`src/rtl/addsub32_seq.sv`:
```
// 32-bit add/subtract that uses one 8-bit slice over four cycles.
// Bytes are processed LSB first, and the carry is chained between cycles.
module addsub32_slice (
   input  logic [7:0] a_byte,
   input  logic [7:0] b_byte,
   input  logic       mode,
   input  logic       cin,
   output logic [7:0] sum,
   output logic       c
);
   assign {c, sum} = {1'b0, a_byte} + {1'b0, b_byte ^ {8{mode}}} + {8'd0, cin};
endmodule

module addsub32_seq (
   input  logic        clk,
   input  logic        rst_n,
   input  logic        start,
   input  logic        mode,
   input  logic [31:0] a,
   input  logic [31:0] b,
   output logic        busy,
   output logic        done,
   output logic [31:0] s,
   output logic        cout,
   output logic        ov
);
   typedef enum logic [1:0] {IDLE, RUN, DONE} state_t;

   typedef struct packed {
      logic        mode;
      logic [31:0] a;
      logic [31:0] b;
   } req_t;

   state_t     state, state_nx;
   req_t       req;
   logic [1:0] idx;
   logic       carry;
   logic       accept;
   logic [7:0] a_byte, b_byte, sum;
   logic       cin, c;

   // A start is taken only when idle or in the one-cycle DONE state (back-to-back).
   assign accept = start && ((state == IDLE) || (state == DONE));
   assign busy   = (state == RUN);
   assign done   = (state == DONE);

   assign a_byte = req.a[8*idx +: 8];
   assign b_byte = req.b[8*idx +: 8];
   assign cin    = (idx == 2'd0) ? req.mode : carry;

   addsub32_slice u_slice (
      .a_byte (a_byte),
      .b_byte (b_byte),
      .mode   (req.mode),
      .cin    (cin),
      .sum    (sum),
      .c      (c)
   );

   always_comb begin
      state_nx = state;
      case (state)
         IDLE:    if (start) state_nx = RUN;
         RUN:     if (idx == 2'd3) state_nx = DONE;
         DONE:    state_nx = start ? RUN : IDLE;
         default: state_nx = IDLE;
      endcase
   end

   always_ff @(posedge clk) begin
      if (!rst_n) begin
         state <= IDLE;
         req   <= '0;
         idx   <= 2'd0;
         carry <= 1'b0;
         s     <= '0;
         cout  <= 1'b0;
         ov    <= 1'b0;
      end else begin
         state <= state_nx;
         if (accept) begin
            req   <= '{mode: mode, a: a, b: b};
            idx   <= 2'd0;
            carry <= 1'b0;
            s     <= '0;
            cout  <= 1'b0;
            ov    <= 1'b0;
         end else if (state == RUN) begin
            s[8*idx +: 8] <= sum;
            carry         <= c;
            idx           <= idx + 2'd1;
            if (idx == 2'd3) begin
               cout <= c;
               // Overflow: operands share a sign that the result does not.
               ov   <= (req.a[31] == (req.b[31] ^ req.mode)) && (sum[7] != req.a[31]);
            end
         end
      end
   end
endmodule

```
`config.mk`:
```
export PLATFORM = sky130hd
export DESIGN_NAME = addsub32_seq
export DESIGN_NICKNAME = d
export VERILOG_FILES = /design/src/rtl/addsub32_seq.sv
export SDC_FILE = /design/constraint.sdc
export NUM_CORES = 1
export LEC_CHECK = 0
export CORE_UTILIZATION = 46
export CTS_CLUSTER_SIZE = 25
export DETAILED_ROUTE_END_ITERATION = 8
export PLACE_DENSITY = 0.77
export SLEW_MARGIN = 20
export SYNTH_ARGS = -nofsm -noshare
export SYNTH_HDL_FRONTEND = slang
export SYNTH_SLANG_ARGS = --single-unit
```
`constraint.sdc`:
```
create_clock -name clk -period 3.31 [get_ports clk]
set_clock_uncertainty 0.15 [all_clocks]
set_input_delay 0.662 -clock clk [delete_from_list [all_inputs] [get_ports clk]]
set_output_delay 0.662 -clock clk [all_outputs]
set_load 0.005 [all_outputs]
```
==> run_results.csv <==
group,metric,value,unit
die,die-area,10600,µm²
setup_path,endpoint_kind,"flip-flop",
place,pre_cts_slack,0.109,ns
clock_tree,cts_resized,0,
drt,drtIter0Drc,177,
grt,grt_max_degree,67,
clock_tree,post_cts_buffers,0,
clock_tree,cts_hold_buf,0,
yosys,muxShareOfSynthArea,8.14,%
die,fp-row-count,36,
place,dp_hpwl,8250,µm
min_path,hold_class,"reg2reg",
power_and_ir_drop,clockPowerShare,28.2,%
power_and_ir_drop,power_switching,729,µW
yosys,synth-adder-area-share,4.32,%
place,portBuffers,103,
sta,worstMarginPinSlew,0.652,ns
yosys,syn-num-nets,588,
die,dieWidth,103,µm
power_and_ir_drop,intPower,1820,µW
min_path,min_from,"req[20]",
clock_tree,cts_root_buf,"clkbuf_8",
status,status,"finished clean",
power_and_ir_drop,p_sw_share,28.6,%
drt,drt_first_pass_iters,5,
setup_path,crit_path_max_fanout,4,
clock_tree,cts.sinks,104,
grt,grt-ovfl-total,0,
min_path,whs_endpoint,"req[20]",
setup_path,worst-setup-path-type,"reg2reg",
setup_path,critical_path_required,3.39,ns
power_and_ir_drop,p_comb_share,19.2,%
yosys,avgSynthCellArea,9.29,µm²
die,initial_utilization,47.8,%
yosys,synth_top_family_by_area,"compound AO/OA/AOI/OAI gates",
yosys,synth-simple-area-share,17.8,%
drt,wl,11200,µm
sta,hold_viol_final,0,
yosys,seq_area_frac_synth,44.4,%
sta,whs,0.314,ns
sta,drv_slew,0,
sta,finalSetupTns,0,ns
setup_path,r2r_end,"carry",
setup_path,startpoint_type,"flip-flop",
sta,setup_ws,0.136,ns
sta,setup_violations,0,
grt,grt_pass1_wl,18100,µm
drt,drc,0,
power_and_ir_drop,peakVddDrop,0.194,mV
clock_tree,clkLatencyLatePin,0.36,ns
clock_tree,cts-buffers-inserted,9,
place,place_congestion,0.835,
drt,routedWlPerCell,15.1,µm
yosys,yosys_warnings,0,
grt,grt_pass1_vias,3813,
layout,final_common_cell,"nand2_1",
drt,drtAntennaViolNets,0,
yosys,synth_xor_area_share,2.43,%
layout,num_antenna_cells,0,
layout,fin_nets,683,
layout,final_cell_mix,"134 x nand2_1, 103 x clkdlybuf4s50_1, 102 x dfxtp_1, 66 x a21boi_0, 41 x nor2_1",
die,io_pins,104,
sta,finalCritPeriodShare,95.9,%
grt,grt_usage,22.5,%
setup_path,reg2regPathDepth,10,
yosys,synth_area,4690,µm²
yosys,synth_compound_area_share,19.4,%
yosys,synthCells,505,
die,fp.dieH,103,µm
drt,vias,3876,
flow_run,maxCapViolations,0,
clock_tree,htree_levels,3,
sta,fmax,0.315,GHz
clock_tree,cts_tree,"built",
setup_path,r2r-start,"idx[0]",
sta,grt_setup_unrepaired,"no",
sta,finalCriticalPeriod,3.17,ns
sta,slew_headroom,56.5,%
setup_path,cp.arrival,3.25,ns
power_and_ir_drop,power.leakage,0.00224,µW
power_and_ir_drop,p_seq_share,52.6,%
power_and_ir_drop,power_density,417,nW/µm²
power_and_ir_drop,power.total,2550,µW
layout,fin_util,62.2,%
setup_path,ff2ff_setup_slack,0.14,ns
clock_tree,clk_pin_slew,0.10,ns
die,core,9820,µm²
min_path,whs_path_depth,2,
layout,area_delta_synth_final,30.3,%
grt,grt_antenna_before_repair,0,
clock_tree,clk_path_buf_depth,2,
layout,layout-drive-gt1-share,10.6,%
yosys,synth_cell_types,41,
yosys,ys_ff_latch,104,
drt,via_per_inst,5.25,
[per-layer routing]
metal | share of wire [%] | global-route usage (%) | vias up
met3 | 4.8 | 3.86 | 16
met1 | 45 | 29.1 | 1832
met4 | 1.8 | 8.99 | 0
met5 | 0 | 0 | -
li1 | - | - | 1922
met2 | 48 | 37.4 | 106
[power groups by stage]
| stage | clock network [µW] | registers (µW) | logic, µW |
|---|---|---|---|
| finish | 719 | 1340 | 489 |
| global route | 782 | 1340 | 536 |
| CTS | 730 | 1340 | 482 |
| detailed placement | 0 | 1370 | 480 |
| global placement | 0 | 1360 | 466 |
| floorplan | 0 | 1360 | 298 |
[critical path, cell delays in order, from the launching register on]
cell and delay, ns:
dfxtp_4 0.39, mux4_2 0.55, xor2_2 0.18, fa_2 0.38
inv_1 0.09, fa_2 0.22, nor2b_2 0.05, o31a_1 0.32
or4_1 0.42, a31oi_2 0.21, a211oi_1 0.09
[how the worst max path moves through the flow]
stage / start / endpoint / depth (start not counted)
floorplan: idx[1] / carry / 13
global placement: idx[0] / carry / 10
detailed placement: idx[0] / s[22] / 11
CTS: idx[0] / s[6] / 11
global route: idx[0] / carry / 10
finish: idx[0] / carry / 10
[cell usage after synthesis (all sizes together)]
| cell | number | area (µm²) |
|---|---|---|
| xor2 | 10 | 87.6 |
| mux2 | 1 | 11.3 |
| nand2 | 135 | 509 |
| a211oi | 4 | 35.0 |
| a21boi | 66 | 495 |
| dfxtp | 104 | 2080 |
| a41oi | 1 | 16.3 |
| and2b | 1 | 7.51 |
| o31a | 1 | 8.76 |
| nor4 | 4 | 70.1 |
| or4 | 1 | 7.51 |
| inv | 9 | 33.8 |
| or2b | 1 | 7.51 |
| a21o | 2 | 15.0 |
| nor2b | 4 | 25.0 |
| o21ai | 6 | 33.8 |
| and2 | 2 | 12.5 |
| nor3b | 1 | 7.51 |
| a311o | 1 | 10.0 |
| a22oi | 33 | 248 |
| o21a | 1 | 7.51 |
| nand2b | 2 | 12.5 |
| buf | 9 | 46.3 |
| clkbuf | 22 | 82.6 |
| mux2i | 1 | 10.0 |
| a21oi | 4 | 20.0 |
| mux4 | 16 | 360 |
| ha | 13 | 163 |
| nor4b | 1 | 23.8 |
| nor2 | 41 | 154 |
| fa | 2 | 40.0 |
| a31oi | 2 | 12.5 |
| o211ai | 1 | 7.51 |
| xnor2 | 3 | 26.3 |
[registers in the layout, summed over array words and instances (netlist names)]
signal / cells
s: 32
idx: 2
state: 2
cout: 1
ov: 1
carry: 1
req: 65
[layout make-up]
| type | count | area, µm² |
|---|---|---|
| Timing Repair Buffer | 115 | 1150 |
| Inverter | 9 | 33.8 |
| Clock buffer | 9 | 124 |
| Fill cell | 888 | 3710 |
| Multi-Input combinational cell | 361 | 2500 |
| Tap cell | 133 | 166 |
| Clock inverter | 7 | 52.6 |
| Sequential cell | 104 | 2090 |
[per-stage QoR]
stage / cells / area (µm²)
after floorplan: 505 / 4710
after global placement: 722 / 5880
after detailed placement: 722 / 5880
after CTS: 738 / 6060
after global routing: 738 / 6110
final: 738 / 6110
[cell families (layout without fill, tap and decap cells)]
group	count (synthesis)	after routing
multiplexers	18	18
buffers and inverters	40	140
AND/OR/NAND/NOR	193	193
flip-flops	104	104
AO/OA/AOI/OAI	122	122
XOR/XNOR	13	13
adder cells (fa/ha/maj)	15	15
(Power assumes the default switching activity.)
